## src/rtl/toyup_io_peer.sv

```systemverilog
// toyup_io_peer -- host-side peer for a toy microprocessor's 8-bit I/O ports.
//
// Purpose:
//   * OPORT capture: up_oport is sampled every cycle, and each change is
//     pushed into a small show-ahead FIFO that the host drains.
//     - When a change arrives with the FIFO full and no pop on the same edge,
//       the value is dropped and the sticky ovf flag is set.
//   * IPORT drive: a value from the host is registered onto up_iport.
//     - After each accept, the block holds that value for HOLD_CYCLES cycles
//       before it accepts the next one.
//
// Optional feature (macro TOYUP_IO_FIRST_SAMPLE_EN):
//   * Defined: the first edge after reset pushes up_oport unconditionally, so a
//     reset-level value (even 0x00) reaches the host.
//   * Undefined (default): only real changes are pushed.
//
// Parameters:
//   DEPTH        capture FIFO depth (power of two, 2..16)
//   HOLD_CYCLES  cycles up_iport is held after an accept (1..255)
//
// Ports:
//   clk, rst         single clock, synchronous active-high reset
//   up_oport         sampled copy of the microprocessor OPORT
//   up_iport         registered value driving the microprocessor IPORT
//   host_in_*        valid/ready input channel for the next IPORT value
//   host_out_*       valid/ready show-ahead output of captured OPORT values
//   ovf, ovf_clr     sticky drop flag and its clear
module toyup_io_peer #(
  parameter int DEPTH       = 4,
  parameter int HOLD_CYCLES = 4
) (
  input  logic       clk,
  input  logic       rst,
  input  logic [7:0] up_oport,
  output logic [7:0] up_iport,
  input  logic [7:0] host_in_data,
  input  logic       host_in_valid,
  output logic       host_in_ready,
  output logic [7:0] host_out_data,
  output logic       host_out_valid,
  input  logic       host_out_ready,
  output logic       ovf,
  input  logic       ovf_clr
);

  localparam int AW = $clog2(DEPTH);
  localparam int CW = $clog2(DEPTH + 1);
  localparam logic [CW-1:0] FULL_COUNT = CW'(DEPTH);
  localparam logic [7:0]    HOLD_LOAD  = 8'(HOLD_CYCLES);

  typedef enum logic {IDLE = 1'b0, HOLD = 1'b1} state_t;

  // ---------------------------------------------------------------------------
  // State
  // ---------------------------------------------------------------------------
  logic [7:0]    oport_q,    oport_d;
  logic [7:0]    mem_q [DEPTH];
  logic [AW-1:0] wr_ptr_q,   wr_ptr_d;
  logic [AW-1:0] rd_ptr_q,   rd_ptr_d;
  logic [CW-1:0] count_q,    count_d;
  logic [7:0]    out_data_q, out_data_d;
  logic          ovf_q,      ovf_d;
  logic [7:0]    iport_q,    iport_d;
  logic [7:0]    cnt_q,      cnt_d;
  state_t        state_q,    state_d;
`ifdef TOYUP_IO_FIRST_SAMPLE_EN
  logic          primed_q;
`endif

  logic          change;
  logic          full;
  logic          pop;
  logic          push_ok;
  logic          drop;
  logic [AW-1:0] next_rd;

  // ---------------------------------------------------------------------------
  // OPORT change detection and capture FIFO
  // ---------------------------------------------------------------------------
  always_comb begin
`ifdef TOYUP_IO_FIRST_SAMPLE_EN
    change = (up_oport != oport_q) || !primed_q;
`else
    change = (up_oport != oport_q);
`endif
    full    = (count_q == FULL_COUNT);
    pop     = (count_q != '0) && host_out_ready;
    // A pop on the same edge frees a slot, so a full FIFO still accepts the push.
    push_ok = change && (!full || pop);
    drop    = change && full && !pop;
    next_rd = rd_ptr_q + AW'(1);

    oport_d  = up_oport;
    wr_ptr_d = push_ok ? wr_ptr_q + AW'(1) : wr_ptr_q;
    rd_ptr_d = pop     ? next_rd           : rd_ptr_q;

    count_d = count_q;
    if (push_ok && !pop) begin
      count_d = count_q + CW'(1);
    end else if (pop && !push_ok) begin
      count_d = count_q - CW'(1);
    end

    // The head is kept in its own register so it can hold its last value
    // once the FIFO drains. It must track whatever becomes the new oldest entry.
    out_data_d = out_data_q;
    if (count_q == '0) begin
      if (push_ok) begin
        out_data_d = up_oport;
      end
    end else if (pop) begin
      if (count_q >= CW'(2)) begin
        out_data_d = mem_q[next_rd];
      end else if (push_ok) begin
        // The last entry leaves and the value pushed on this edge becomes the head.
        out_data_d = up_oport;
      end
    end

    // On the same edge, a new drop takes priority over a clear.
    ovf_d = ovf_q;
    if (drop) begin
      ovf_d = 1'b1;
    end else if (ovf_clr) begin
      ovf_d = 1'b0;
    end
  end

  // Storage array without reset. Contents are only meaningful between the
  // pointers, and the pointers are reset.
  always_ff @(posedge clk) begin
    if (!rst && push_ok) begin
      mem_q[wr_ptr_q] <= up_oport;
    end
  end

  // ---------------------------------------------------------------------------
  // IPORT hold FSM
  // ---------------------------------------------------------------------------
  always_comb begin
    state_d = state_q;
    cnt_d   = cnt_q;
    iport_d = iport_q;
    unique case (state_q)
      IDLE: begin
        if (host_in_valid) begin
          iport_d = host_in_data;
          cnt_d   = HOLD_LOAD;
          state_d = HOLD;
        end
      end
      HOLD: begin
        cnt_d = cnt_q - 8'd1;
        // The counter reaches zero on this edge, which ends the hold.
        if (cnt_q <= 8'd1) begin
          cnt_d   = 8'd0;
          state_d = IDLE;
        end
      end
      default: begin
        state_d = IDLE;
      end
    endcase
  end

  // ---------------------------------------------------------------------------
  // Registers
  // ---------------------------------------------------------------------------
  always_ff @(posedge clk) begin
    if (rst) begin
      oport_q    <= 8'h00;
      wr_ptr_q   <= '0;
      rd_ptr_q   <= '0;
      count_q    <= '0;
      out_data_q <= 8'h00;
      ovf_q      <= 1'b0;
      iport_q    <= 8'h00;
      cnt_q      <= 8'h00;
      state_q    <= IDLE;
    end else begin
      oport_q    <= oport_d;
      wr_ptr_q   <= wr_ptr_d;
      rd_ptr_q   <= rd_ptr_d;
      count_q    <= count_d;
      out_data_q <= out_data_d;
      ovf_q      <= ovf_d;
      iport_q    <= iport_d;
      cnt_q      <= cnt_d;
      state_q    <= state_d;
    end
  end

`ifdef TOYUP_IO_FIRST_SAMPLE_EN
  always_ff @(posedge clk) begin
    if (rst) begin
      primed_q <= 1'b0;
    end else begin
      primed_q <= 1'b1;
    end
  end
`endif

  assign up_iport       = iport_q;
  assign host_in_ready  = (state_q == IDLE);
  assign host_out_data  = out_data_q;
  assign host_out_valid = (count_q != '0);
  assign ovf            = ovf_q;

endmodule

```

## config.mk

```make
export PLATFORM = sky130hd
export DESIGN_NAME = toyup_io_peer
export DESIGN_NICKNAME = d
export VERILOG_FILES = /design/src/rtl/toyup_io_peer.sv
export SDC_FILE = /design/constraint.sdc
export NUM_CORES = 1
export LEC_CHECK = 0
export CAP_MARGIN = 15
export CORE_ASPECT_RATIO = 1.4
export CORE_MARGIN = 2
export CORE_UTILIZATION = 55
export DETAILED_ROUTE_END_ITERATION = 10
export PLACE_DENSITY = 0.77
export SKIP_LAST_GASP = 1
export SYNTH_ARGS = -nofsm -noshare
export SYNTH_HDL_FRONTEND = slang
export SYNTH_SLANG_ARGS = --single-unit
```

## constraint.sdc

```tcl
create_clock -name clk -period 3.05 [get_ports clk]
set_input_delay 0.61 -clock clk [delete_from_list [all_inputs] [get_ports clk]]
set_output_delay 0.61 -clock clk [all_outputs]
set_load 0.1 [all_outputs]
```

-- Word-level counts from Yosys, hierarchy flattened
Memories as Yosys holds them, arrays and structs flattened.
Index checks and enable logic that the tools add are counted.
- register bits: 41
- RAM bits: 32
- input bits: 21
- output and inout port bits: 19
- logic and storage cells: 55
- memories: 1
- memory list (name ; depth ; bits a word ; read ports ; clocked after Yosys merged registers in ; write ports ; RTL line ; text):
    mem_q ; 4 ; 8 ; 1 ; 0 ; 1 ; 57 ; logic [7:0] mem_q [DEPTH];
- $add $sub $neg: 5
- magnitude comparators: 2
- eq/ne operators: 3
- muxes and demuxes: 16
- bitwise logic cells: 1
- reduce and logical (&&, ||, !) cells: 18
- operators by type and width (operator ; number):
    two-way mux 8 bit ; 6
    case mux 8 bit (2 select lines) ; 1
    <= comparator 8 x 1 -> 1 bit, second input constant ; 1
    inequality test 8 bit ; 1
    subtractor 8 x 1 -> 8 bit, second input constant ; 1
    logical AND 1 bit ; 7
    two-way mux 1 bit ; 6
    two-way mux 3 bit ; 2
    nonzero test 2 bit ; 3
    adder 2 x 1 -> 2 bit, second input constant ; 2
    logical NOT 1 bit ; 4
    adder 3 x 1 -> 3 bit, second input constant ; 1
    equality test 3 bit, second input constant ; 1
    >= comparator 3 x 2 -> 1 bit, second input constant ; 1
    logical NOT 3 bit ; 1
    nonzero test 3 bit ; 1
    subtractor 3 x 1 -> 3 bit, second input constant ; 1
    inequality test 2 bit, second input constant ; 1
    case mux 1 bit (2 select lines) ; 1
    AND reduction 2 bit ; 1
    logical OR 1 bit ; 1
    inverter 1 bit ; 1

-- Depth between registers and ports, before layout
Gate-level depths: netlist (run 1).
- depth in word-level cells: 8
- gate-level depth with buffers: 9
- depth with buffers taken out: 9

-- Worst setup path before layout (run 1)
No wires, ideal clock.
- path type: register -> register
- start point: register count_q[1]
- end point: register count_q[2]
- arrival time: 2.792 ns
- required time: 2.980 ns
- path slack: 0.188 ns
- cell stages (with the launch flop): 10
- period minus slack after synthesis: 2.862 ns
- path through: dfxtp_1 -> or3_1 -> clkbuf_1 -> nand2_1 -> ha_1 -> inv_1 -> fa_1 -> xor2_1 -> or3_1 -> a21oi_1
- longest elaborated chain between the ends: 7
- elaborated cells on any way between the ends: 15
- those cells by class: add/sub: 2; eq/ne: 1; mux: 2; reduce/logical: 10
- RTL lines (element ; RTL line ; text):
    start: declaration ; 60 ; logic [CW-1:0] count_q, count_d;
    start signal: assignment ; 184 ; count_q <= count_d;
    nonzero test 3 bit (*) ; n/a ;
    named net host_out_valid ; 40 ; output logic host_out_valid,
    logical AND 1 bit (*) ; 87 ; pop = (count_q != '0) && host_out_ready;
    logical OR 1 bit ; 89 ; push_ok = change && (!full || pop);
    logical AND 1 bit ; 89 ;
    logical NOT 1 bit ; 100 ; end else if (pop && !push_ok) begin
    logical AND 1 bit ; 100 ;
    nonzero test 2 bit (no line) ; n/a ;
The timed path passes the listed nets; every way through them passes the cells marked *. The select of a mux whose other input is x is not followed.
A chain may end at the register's enable or synchronous reset.

-- Worst setup path after layout (run 1)
- start point: input up_oport[7]
- end point: register count_q[2]
- longest elaborated chain between the ends: 5
- elaborated cells on any way between the ends: 7
- those cells by class: eq/ne: 1; mux: 1; reduce/logical: 5
- RTL lines (element ; RTL line ; text):
    start: declaration ; 34 ; input logic [7:0] up_oport,
    inequality test 8 bit (*) ; 84 ; change = (up_oport != oport_q);
    logical AND 1 bit (*) ; 89 ;
    logical NOT 1 bit ; 100 ;
    logical AND 1 bit ; 100 ;
    nonzero test 2 bit (no line) ; n/a ;
Every way passes the cells marked *; elsewhere a longest branch is shown, timed or not.

==> metrics, run 1 <==
fraction of registers with async set/reset=0%; status=completed; # setup viols final=0; GR Overflow Total=0; Seq. cell area=0.00178 mm^2; final cycle utilization of the critical path=88.5%; row cnt=33; Clock Latency Late Sink=0.34 ns; CP Capture Type=register; CTS clk-pin slew, worst paths=0.07 ns; wire length per cell=16.4 um; fmax=0.370 GHz; synth unique cells=48; Final Max Slew Viols=0; Root Driver=clkbuf_8; share of cells above drive strength 1=21.9%; Multi-input gate area=0.00138 mm^2; Total GRT Usage=22.9%; routed vias=2377; Max Buffers Root-to-Sink=2; Placed Instances=401; reg2reg start=oport_q[0]$_SDFF_PP0_; CTS Buf Count=9; Most common cell on crit path=a21oi_1; worst slack, placed=0.0195 ns; Tightest Pin Transition=0.856 ns; critical path launch point type=input pin; min-delay worst type=reg2reg; vias per inst=5.70; clock sink count=73; GP Congestion=0.891; first-pass GRT wire length=11000 um; Setup WS post-layout=0.350 ns; WL final=6820 um; dominant synthesized flop cell=dfxtp_1; nets@finish=371; CTS H-tree lvls=3; hold_sp=up_iport[1]$_SDFFE_PP0P_; WS Path Type=in2reg; maxcap violations=0; DIE HEIGHT=94.9 um; worst rel slew slack=42.8%; Final Skew=0.0103 ns; fill count=437; Worst Path Max Fanout=4; fin util=69.4%; core area=0.00578 mm^2; worst endpoint required time=3.31 ns; Final Cell Area=0.00401 mm^2; Worst Hold Path Cells=2; Final Non-Filler Cells=417; CP max stage delay=0.44 ns; vias in the first global route=2376; Max IR drop VDD=0.382 mV; synthesized area=0.00325 mm^2; post-synthesis sequential area ratio=54.8%; initial DRC count=239; RSZ-0062 raised after global routing=no; YS warnings=0; number of flops mapped to enable cells by yosys=32; Post-Route Setup TNS=0 ns; net count after synthesis=317; Synth Register Bits=73; pwr dens=848 mW/mm^2; antenna cells=0; CTS tree=built; CP bufs+invs=2; Synth Instances=288; die area=0.00655 mm^2; slowest library cell on the worst path=clkdlybuf4s50_1; final hold violation count=0; port buffer count=39; post-route ant nets=0; static leakage=0.00153 uW; Layout area overhead=23.4%; min Tclk post-route=2.70 ns; I/O pins=40; reg2reg end=count_q[2]$_SDFFE_PP0P_; Critical Path AT=2.96 ns; CP delay by family, top=adder cells; first-pass iteration count of the detailed router=4; post-CTS setup buffer count=0; register-to-register setup slack=0.77 ns; DP Wirelength=4600 um; initial antenna violation count=0; worst reg2reg path depth=9; crit-path cells=clkdlybuf4s50_1 -> xnor2_1 -> and4_1 -> a21oi_1 -> ha_1 -> inv_1 -> fa_1 -> xor2_1 -> or3_1 -> a21oi_1; Remaining DRCs=0; Hold Crit Endpoint=up_iport[1]$_SDFFE_PP0P_; largest net degree at the start of global routing=52; CTS Hold Bufs=0; Avg Synthesized Cell Area=11.3 um^2; width of the die=69.0 um; starting density of the core=56.2%; Resized Gates After CTS=0; area post-placement=0.00376 mm^2
[stage by stage]
stage | hold slack (ns) | power [uW]
2_1_floorplan | 0.449 | 2190
3_3_place_gp | 0.443 | 2460
3_5_place_dp | 0.449 | 2490
4_1_cts | 0.462 | 3420
5_1_grt | 0.474 | 3550
6_report | 0.459 | 3400
[Yosys cell counts, types with 2 or more instances]
cell type	n	share of area, %
dfxtp_1	41	25
edfxtp_1	32	30
nand2_1	28	3.2
a21oi_1	17	2.6
mux2_2	17	5.9
nand3b_1	14	3.2
nor2_1	13	1.5
nor2b_1	11	2.1
clkbuf_1	10	1.2
inv_1	8	0.92
xnor2_1	8	2.2
a221o_1	7	2.2
a31oi_1	7	1.3
ha_1	7	2.7
nand3_1	6	0.92
xor2_1	5	1.3
and3b_1	4	1.1
nand2b_1	4	0.77
nand4_1	4	0.77
nor3_1	4	0.62
buf_2	3	0.46
mux2i_1	3	0.92
or3_1	3	0.58
and4_1	2	0.54
nor4_1	2	0.38
nor4b_1	2	0.54
o211a_1	2	0.62
o21ai_0	2	0.31
or3_2	2	0.46
or4_1	2	0.46
[layout make-up]
cell class,instances,area share (%)
Sequential cell,73,44.4
Multi-Input combinational cell,193,34.4
Timing Repair Buffer,57,11.9
Clock buffer,10,3.43
Clock inverter,6,2.87
Tap cell,70,2.18
Inverter,8,0.749
[power by group]
group	internal [uW]	switching, uW	total (uW)
combinational	397	751	1150
sequential	1170	155	1320
clock	568	363	931
[state kept, by name, indices dropped and copies added, names as in the netlist]
register,count
oport_q,8
state_q,1
count_q,3
host_out_data,8
mem_q,32
ovf,1
up_iport,8
rd_ptr_q,2
cnt_q,8
wr_ptr_q,2
[layout by cell type, fill, tap and decap left out, types with 2 or more instances in the layout]
cell type / n
a21oi_1: 17
a221o_1: 7
a31oi_1: 7
and3b_1: 4
and4_1: 2
buf_4: 37
bufinv_16: 3
clkbuf_8: 10
clkdlybuf4s50_1: 20
clkinv_4: 2
dfxtp_1: 41
edfxtp_1: 32
ha_1: 7
inv_1: 8
mux2_2: 17
mux2i_1: 3
nand2_1: 28
nand2b_1: 4
nand3_1: 6
nand3b_1: 14
nand4_1: 4
nor2_1: 13
nor2b_1: 11
nor3_1: 4
nor4_1: 2
nor4b_1: 2
o211a_1: 2
o21ai_0: 2
or3_1: 3
or3_2: 2
or4_1: 2
xnor2_1: 8
xor2_1: 5
[worst max-delay path by stage]
| stage | start | end | depth (start not counted) |
|---|---|---|---|
| 2_1_floorplan | count_q[1]$_SDFFE_PP0P_ | count_q[2]$_SDFFE_PP0P_ | 9 |
| 4_1_cts | up_oport[0] | count_q[2]$_SDFFE_PP0P_ | 10 |
| 5_1_grt | up_oport[0] | count_q[2]$_SDFFE_PP0P_ | 10 |
| 3_3_place_gp | up_oport[4] | count_q[2]$_SDFFE_PP0P_ | 10 |
| 6_report | up_oport[7] | count_q[2]$_SDFFE_PP0P_ | 10 |
| 3_5_place_dp | up_oport[0] | count_q[2]$_SDFFE_PP0P_ | 10 |
[worst min-delay path: cells and delay by family, from the launching register on]
| kind | cells | cell delay (ns) |
|---|---|---|
| AO/OA/AOI/OAI | 1 | 0.05 |
| flip-flops | 1 | 0.31 |
| AND/OR/NAND/NOR | 1 | 0.05 |
[logic make-up (layout without fill, tap and decap cells)]
group | count (synthesis) | in the layout | synth area share (%)
DFF | 73 | 73 | 54.8
and+or+nand+nor | 108 | 108 | 18.9
AOI/OAI and AO/OA | 44 | 44 | 9.94
muxes | 20 | 20 | 6.82
adders and majority gates | 8 | 8 | 3.31
buffers and inverters | 22 | 81 | 2.70
xor gates and xnor gates | 13 | 13 | 3.50
[routing by layer]
metal / share of wire [%] / track usage (%)
met2: 52 / 39.6
met4: 1.2 / 7.84
met1: 42 / 26.8
met3: 4.6 / 6.20
met5: 0 / 0
(Power assumes the default switching activity.)
==> run 2: changes to the inputs <==
- SLEW_MARGIN: not set -> 20
==> results of run 2 <==
No change in the layout: final DEF, timing and power equal those of run 1.
